$ cat config.mk
export PLATFORM = sky130hd
export DESIGN_NAME = note_scheduler
export DESIGN_NICKNAME = d
export VERILOG_FILES = /design/src/rtl/note_sched_pkg.sv /design/src/rtl/step_divider.sv /design/src/rtl/note_scheduler.sv
export SDC_FILE = /design/constraint.sdc
export NUM_CORES = 1
export LEC_CHECK = 0
export ABC_AREA = 1
export CORE_ASPECT_RATIO = 1.25
export CORE_MARGIN = 2
export CORE_UTILIZATION = 30
export DETAILED_ROUTE_END_ITERATION = 10
export SLEW_MARGIN = 0
export SYNTH_ARGS = -nofsm -noshare
export SYNTH_HDL_FRONTEND = slang
export SYNTH_HIERARCHICAL = 1
export SYNTH_SLANG_ARGS = --single-unit
$ cat constraint.sdc
create_clock -name clk -period 2.5 [get_ports clk]
set_input_delay 0.5 -clock clk [delete_from_list [all_inputs] [get_ports clk]]
set_output_delay 0.5 -clock clk [all_outputs]
set_load 0.02 [all_outputs]
$ cat src/rtl/note_sched_pkg.sv
// note_sched_pkg: shared types, default song tables and small helpers for
// the note scheduler.
//   state_e            game state {IDLE, PLAY, PAUSE, FINISH}
//   SPEEDn_DEF/LENn_DEF default divider terminal counts and note counts
//   song_speed/song_len per-song lookup (song 0 falls back to song 1)
//   sat_inc8/sat_add16 saturating arithmetic for combo and score
package note_sched_pkg;

    typedef enum logic [1:0] {
        IDLE   = 2'd0,
        PLAY   = 2'd1,
        PAUSE  = 2'd2,
        FINISH = 2'd3
    } state_e;

    localparam logic [16:0] SPEED1_DEF  = 17'd29999;
    localparam logic [16:0] SPEED2_DEF  = 17'd24999;
    localparam logic [16:0] SPEED3_DEF  = 17'd49999;
    localparam logic [9:0]  LEN1_DEF    = 10'd144;
    localparam logic [9:0]  LEN2_DEF    = 10'd240;
    localparam logic [9:0]  LEN3_DEF    = 10'd240;
    localparam logic [15:0] HIT_PTS_DEF = 16'd10;

    function automatic logic [16:0] song_speed(input logic [1:0]  song,
                                               input logic [16:0] s1,
                                               input logic [16:0] s2,
                                               input logic [16:0] s3);
        case (song)
            2'd2:    return s2;
            2'd3:    return s3;
            default: return s1;
        endcase
    endfunction

    function automatic logic [9:0] song_len(input logic [1:0] song,
                                            input logic [9:0] l1,
                                            input logic [9:0] l2,
                                            input logic [9:0] l3);
        case (song)
            2'd2:    return l2;
            2'd3:    return l3;
            default: return l1;
        endcase
    endfunction

    function automatic logic [7:0] sat_inc8(input logic [7:0] v);
        return (v == 8'hFF) ? v : v + 8'd1;
    endfunction

    function automatic logic [15:0] sat_add16(input logic [15:0] a,
                                              input logic [15:0] b);
        logic [16:0] s;
        s = {1'b0, a} + {1'b0, b};
        return s[16] ? 16'hFFFF : s[15:0];
    endfunction

endpackage

$ cat src/rtl/step_divider.sv
// step_divider: free-running step divider for the scheduler.
//   clk, rst   clock, synchronous active-high reset
//   clr        restart the count at 0 (new song / abort)
//   en         count enable; low freezes the count in place (pause)
//   term       terminal count for the current song
//   at_term    combinational: this cycle is the terminal cycle
//   step_tick  registered one-cycle pulse following the terminal cycle
module step_divider (
    input  logic        clk,
    input  logic        rst,
    input  logic        clr,
    input  logic        en,
    input  logic [16:0] term,
    output logic        at_term,
    output logic        step_tick
);

    logic [16:0] count;

    assign at_term = en && (count == term);

    always_ff @(posedge clk) begin
        if (rst || clr) begin
            count     <= 17'd0;
            step_tick <= 1'b0;
        end else begin
            step_tick <= at_term;
            if (at_term)
                count <= 17'd0;
            else if (en)
                count <= count + 17'd1;
        end
    end

endmodule

$ cat src/rtl/note_scheduler.sv
// note_scheduler: game-level controller for the note shift/load datapath.
// Sequences start/pause/abort/finish, generates the pixel step tick,
// judges hits against the judgement column and keeps combo/score.
//   clk, rst              clock, synchronous active-high reset
//   start_btn, pause_btn  single-cycle button pulses
//   song_sel              song select (0 = none)
//   red_hit, blue_hit     hit button pulses
//   judge_r, judge_b      notes present at the judgement column
//   step_tick, note_advance, offset, note_index  shifter timing
//   clear_judge           delete pulse for the judged note
//   cur_song, playing, finish, combo, max_combo, score  game status
// Build option: define PERFECT_WINDOW_EN to double the score of a hit
// landing while offset is 2..4.
module note_scheduler
    import note_sched_pkg::*;
#(
    parameter logic [16:0] SPEED1  = SPEED1_DEF,
    parameter logic [16:0] SPEED2  = SPEED2_DEF,
    parameter logic [16:0] SPEED3  = SPEED3_DEF,
    parameter logic [9:0]  LEN1    = LEN1_DEF,
    parameter logic [9:0]  LEN2    = LEN2_DEF,
    parameter logic [9:0]  LEN3    = LEN3_DEF,
    parameter logic [15:0] HIT_PTS = HIT_PTS_DEF
) (
    input  logic        clk,
    input  logic        rst,
    input  logic        start_btn,
    input  logic        pause_btn,
    input  logic [1:0]  song_sel,
    input  logic        red_hit,
    input  logic        blue_hit,
    input  logic        judge_r,
    input  logic        judge_b,
    output logic        step_tick,
    output logic        note_advance,
    output logic [2:0]  offset,
    output logic [9:0]  note_index,
    output logic        clear_judge,
    output logic [1:0]  cur_song,
    output logic        playing,
    output logic        finish,
    output logic [7:0]  combo,
    output logic [7:0]  max_combo,
    output logic [15:0] score
);

    state_e      state;
    logic        hit_flag;
    logic [16:0] term;
    logic [9:0]  len;
    logic        at_term;
    logic        start_play, abort;
    logic        in_play, press, valid_hit, adv, last_note, miss;
    logic [7:0]  combo_inc;
    logic [15:0] hit_pts;

    assign term = song_speed(cur_song, SPEED1, SPEED2, SPEED3);
    assign len  = song_len(cur_song, LEN1, LEN2, LEN3);

    assign in_play    = (state == PLAY);
    assign start_play = (state == IDLE) && start_btn && (song_sel != 2'd0);
    assign abort      = (state == PAUSE) && start_btn;

    step_divider u_div (
        .clk       (clk),
        .rst       (rst),
        .clr       (start_play | abort),
        .en        (in_play),
        .term      (term),
        .at_term   (at_term),
        .step_tick (step_tick)
    );

    // at_term is only ever high in PLAY, so adv is already play-qualified.
    assign adv       = at_term && (offset == 3'd6);
    assign last_note = (note_index == len - 10'd1);
    assign press     = in_play && (red_hit || blue_hit);
    assign valid_hit = in_play && !hit_flag &&
                       ((red_hit && judge_r && !blue_hit) ||
                        (blue_hit && judge_b && !red_hit));
    // A hit landing on the advance cycle belongs to the outgoing note, so it
    // suppresses the miss for that note.
    assign miss      = adv && (judge_r || judge_b) && !hit_flag && !valid_hit;
    assign combo_inc = sat_inc8(combo);

`ifdef PERFECT_WINDOW_EN
    assign hit_pts = (offset >= 3'd2 && offset <= 3'd4) ?
                     sat_add16(HIT_PTS, HIT_PTS) : HIT_PTS;
`else
    assign hit_pts = HIT_PTS;
`endif

    always_ff @(posedge clk) begin
        if (rst) begin
            state        <= IDLE;
            hit_flag     <= 1'b0;
            note_advance <= 1'b0;
            offset       <= 3'd0;
            note_index   <= 10'd0;
            clear_judge  <= 1'b0;
            cur_song     <= 2'd0;
            playing      <= 1'b0;
            finish       <= 1'b0;
            combo        <= 8'd0;
            max_combo    <= 8'd0;
            score        <= 16'd0;
        end else begin
            note_advance <= 1'b0;
            clear_judge  <= 1'b0;
            case (state)
                IDLE: begin
                    if (start_play) begin
                        state      <= PLAY;
                        playing    <= 1'b1;
                        cur_song   <= song_sel;
                        offset     <= 3'd0;
                        note_index <= 10'd0;
                        combo      <= 8'd0;
                        max_combo  <= 8'd0;
                        score      <= 16'd0;
                        hit_flag   <= 1'b0;
                    end
                end
                PLAY: begin
                    if (at_term) begin
                        if (offset == 3'd6) begin
                            offset       <= 3'd0;
                            note_advance <= 1'b1;
                            if (!last_note)
                                note_index <= note_index + 10'd1;
                        end else begin
                            offset <= offset + 3'd1;
                        end
                    end
                    if (valid_hit) begin
                        clear_judge <= 1'b1;
                        combo       <= combo_inc;
                        if (combo_inc > max_combo)
                            max_combo <= combo_inc;
                        score       <= sat_add16(score, hit_pts);
                        hit_flag    <= 1'b1;
                    end else if (press || miss) begin
                        combo <= 8'd0;
                    end
                    // Placed after the hit update so the new note starts clean.
                    if (adv)
                        hit_flag <= 1'b0;
                    // Song end outranks a pause arriving in the same cycle.
                    if (adv && last_note) begin
                        state   <= FINISH;
                        playing <= 1'b0;
                        finish  <= 1'b1;
                    end else if (pause_btn) begin
                        state   <= PAUSE;
                        playing <= 1'b0;
                    end
                end
                PAUSE: begin
                    if (start_btn) begin
                        state      <= IDLE;
                        cur_song   <= 2'd0;
                        offset     <= 3'd0;
                        note_index <= 10'd0;
                        combo      <= 8'd0;
                        max_combo  <= 8'd0;
                        score      <= 16'd0;
                        hit_flag   <= 1'b0;
                    end else if (pause_btn) begin
                        state   <= PLAY;
                        playing <= 1'b1;
                    end
                end
                FINISH: begin
                    if (start_btn) begin
                        state  <= IDLE;
                        finish <= 1'b0;
                    end
                end
                default: state <= IDLE;
            endcase
        end
    end

endmodule

==> impl_results.rst <==
.. list-table::
   :header-rows: 1

   * - Metric
     - Value
   * - Global route total overflow
     - 0
   * - Final Max Tran Viols
     - 0
   * - Hold Vio Cnt, Final
     - 0
   * - Result of the run
     - finished, violations left
   * - Level count of the clock H-tree
     - 3
   * - FF-to-FF End
     - max_combo[3]
   * - Non-filler instance count after layout
     - 987
   * - Worst-Skew Late Latency
     - 0.35 ns
   * - Average cell area after synthesis
     - 6.27 sq um
   * - Setup-failing EPs final
     - 0
   * - Vias per cell
     - 4.60
   * - Drc violations
     - 1
   * - Distinct cell type count of the synthesized netlist
     - 37
   * - Area delta synth->final
     - 30.4%
   * - Startpoint type of the worst setup path
     - flop
   * - Crit. Startpoint
     - combo[0]
   * - Yosys top cell area share
     - 0.324
   * - Antenna violations before repair
     - 0
   * - Overall die area
     - 15800 sq um
   * - Number of nets at the end of the flow
     - 826
   * - Cells after synthesis
     - 710
   * - Worst hold path cell count
     - 2
   * - Count of flip-flops with a built-in enable after synthesis
     - 0
   * - CTS Hold Bufs
     - 0
   * - Share of cells above drive strength 1
     - 0.108
   * - Number of global-route vias before repair
     - ~4300
   * - Critical Setup Path Class
     - reg -> reg
   * - Maximum number of pins on one net before global-route repair
     - 36
   * - GRT Overall Usage
     - 0.156
   * - Fraction of met3 tracks used by global routing
     - 0.0299
   * - Async set or reset register ratio after synthesis
     - 0
   * - Port-buffer cells
     - 61
   * - Required arrival time at the worst endpoint
     - 2.74 ns
   * - Critical R2R Launch
     - combo[0]
   * - Leak Pwr
     - 2.37 nW
   * - Sequential share of the synthesized area
     - 0.324
   * - Max Cap Viol
     - 0
   * - Commonest cells after routing, fill and taps aside
     - sky130_fd_sc_hd__nand2_1, sky130_fd_sc_hd__inv_1, sky130_fd_sc_hd__nor2_1
   * - Starting density of the core
     - 0.308
   * - Average wire per standard cell
     - 12.2 microns
   * - Routing usage on met1
     - 0.190
   * - Primary FF master, synth
     - sky130_fd_sc_hd__dfxtp_1
   * - Count of synthesis-stage warnings from yosys
     - 6
   * - Placer Congestion
     - 0.878
   * - Failing checks
     - design-rule violations
   * - Core area
     - 14500 sq um
   * - Total inserted antenna cells
     - 0
   * - Post-placement setup slack
     - 0.0643 ns
   * - Total power after layout
     - 0.00462 W
   * - Clk buf depth
     - 2
   * - Drt first pass iters
     - 9
   * - Setup Total Neg Slack
     - 0 ns
   * - Top cells by area in the synthesized netlist
     - sky130_fd_sc_hd__dfxtp_1, sky130_fd_sc_hd__nand2_1, sky130_fd_sc_hd__inv_1
   * - Global-route layer with the greatest usage
     - met2
   * - Cell chosen for the clock root
     - sky130_fd_sc_hd__clkbuf_16
   * - Termination of the worst setup path
     - max_combo[3]
   * - Number of I/O pins
     - 62
   * - TritonCTS clock tree
     - yes
   * - Number of violations reported at the end of detailed-routing iteration 0
     - about 150
   * - Met2 demand-to-capacity share in global routing
     - 0.270
   * - Setup slack on the worst flop-to-flop path
     - 0.18 ns
   * - Setup slack after layout
     - 0.180 ns
   * - Rows
     - 49
   * - Register-to-Register Path Depth
     - 21
   * - Worst Path Max Fanout
     - 7
   * - Placed instance count
     - a little under 1000
   * - Peak VDD IR
     - 518 uV
   * - Commonest non-fill, non-tap cell in the layout
     - sky130_fd_sc_hd__nand2_1
   * - Synth area leader
     - sky130_fd_sc_hd__dfxtp_1
   * - Global-route wire length before repair
     - between 20000 and 25000 microns
   * - Total wirelength of the detailed-routed design
     - 12000 microns
   * - Endpoint arrival time on the critical path
     - 2.56 ns
   * - Die height
     - 140 microns
   * - Number of nets with antenna violations after detailed routing
     - 0
   * - Min-delay worst type
     - reg -> reg
   * - Worst-path clk slew
     - around 0.06 ns
   * - Clk sinks
     - 72
   * - Endpoint class of the critical path
     - flop
   * - Total standard cell area after synthesis
     - 4450 sq um
   * - Number of buffers inserted during clock tree synthesis
     - 9
   * - DPL Wire Length
     - ~8700 microns
   * - Worst clock skew on the final layout
     - around 0.008 ns
   * - Maximum achievable frequency
     - about 430 MHz
   * - Seq cells post-synth
     - 72
   * - Final worst-path cycle share
     - 0.928
   * - Clock period minus worst slack
     - 2.32 ns
   * - Pwr Density
     - between 700 and 800 nW/um^2
   * - Die span in x
     - 113 microns
   * - Number of vias after detailed routing
     - 4542
power by group:
| group | switching (W) | total (W) | internal (W) |
|---|---|---|---|
| clock | 0.000540 | 0.00132 | 0.000778 |
| sequential | 0.000138 | 0.00142 | 0.00128 |
| combinational | 0.00116 | 0.00188 | 0.000720 |
| total | 0.00184 | 0.00462 | 0.00278 |
sequential cells by signal, indices dropped and copies added (netlist names):
signal and count:
clear_judge 1, max_combo 8, u_div/step_tick 1, playing 1, cur_song 2, hit_flag 1, score 16, offset 3
finish 1, state 2, note_advance 1, note_index 10, combo 8, u_div/count 17
kinds of logic (layout without fill, tap and decap cells):
family,after synthesis,in the layout,synth area share
flops,72,72,0.324
xor+xnor,26,26,0.0512
simple gates,393,393,0.378
buf+inv,117,205,0.106
other cells,2,13,0.00169
compound gates,88,88,0.105
fa+ha+maj,12,12,0.0337
metal layers:
layer	up-vias	routed length, microns	part of all wire
met4	0	212	0.018
met3	18	488	0.041
met1	2027	5440	0.45
li1	2414	-	-
met2	83	5890	0.49
met5	-	0	0
cell usage after synthesis (3+ instances only):
master / count
sky130_fd_sc_hd__inv_1: 94
sky130_fd_sc_hd__clkbuf_1: 7
sky130_fd_sc_hd__o21ai_0: 28
sky130_fd_sc_hd__nand2_1: 211
sky130_fd_sc_hd__nor2_1: 90
sky130_fd_sc_hd__xnor2_1: 7
sky130_fd_sc_hd__nand4_1: 10
sky130_fd_sc_hd__inv_2: 5
sky130_fd_sc_hd__nand2_2: 3
sky130_fd_sc_hd__buf_4: 3
sky130_fd_sc_hd__dfxtp_1: 72
sky130_fd_sc_hd__or2_2: 4
sky130_fd_sc_hd__buf_2: 4
sky130_fd_sc_hd__nand3_1: 45
sky130_fd_sc_hd__ha_1: 12
sky130_fd_sc_hd__xor2_1: 19
sky130_fd_sc_hd__nor2_2: 3
sky130_fd_sc_hd__a21oi_1: 52
sky130_fd_sc_hd__nor3_1: 15
sky130_fd_sc_hd__nand3b_1: 4
per-stage QoR:
step | utilization | hold slack (ns) | instance area, sq um
after floorplan | - | 0.516 | 4500
after global placement | 0.375 | 0.436 | 5420
after detailed placement | 0.375 | 0.438 | 5420
after CTS | 0.395 | 0.448 | 5720
after global routing | 0.401 | 0.468 | 5810
final | 0.401 | 0.441 | 5810
area by class of cell:
type / count / area [sq um]
Fill cell: 1556 / 8660
Multi-Input combinational cell: 532 / 2640
Sequential cell: 72 / 1440
Timing Repair Buffer: 89 / 828
Inverter: 100 / 378
Clock buffer: 10 / 229
Tap cell: 178 / 223
Clock inverter: 6 / 68.8
worst max-delay path: stages (launching register included):
cell and delay [ns]:
sky130_fd_sc_hd__dfxtp_2 0.33, sky130_fd_sc_hd__ha_2 0.17, sky130_fd_sc_hd__nand2_1 0.06, sky130_fd_sc_hd__inv_2 0.06, sky130_fd_sc_hd__nand2_2 0.05, sky130_fd_sc_hd__nor2_2 0.12, sky130_fd_sc_hd__nand2_2 0.12, sky130_fd_sc_hd__o21ai_2 0.20
sky130_fd_sc_hd__inv_2 0.07, sky130_fd_sc_hd__ha_4 0.26, sky130_fd_sc_hd__nand2_1 0.04, sky130_fd_sc_hd__nand2_1 0.05, sky130_fd_sc_hd__nand2_1 0.04, sky130_fd_sc_hd__nand2_1 0.05, sky130_fd_sc_hd__nand2_1 0.04, sky130_fd_sc_hd__nand2_1 0.05
sky130_fd_sc_hd__nand2_1 0.05, sky130_fd_sc_hd__nand2_2 0.12, sky130_fd_sc_hd__buf_6 0.15, sky130_fd_sc_hd__nand3_2 0.05, sky130_fd_sc_hd__nand2_1 0.08, sky130_fd_sc_hd__nor2_1 0.03
worst min path at each step:
stage,startpoint,end,slack [ns]
6_report,playing,playing,0.44
3_5_place_dp,playing,playing,0.44
4_1_cts,playing,playing,0.45
3_3_place_gp,playing,playing,0.44
5_1_grt,playing,playing,0.47
2_1_floorplan,combo[1],combo[1],0.52
timing repair:
item,in CTS,in global routing
setup buffers,0,2
gates resized for setup,0,21
setup endpoints to repair,0,19
No activity file was read; power rests on OpenSTA's default activity.
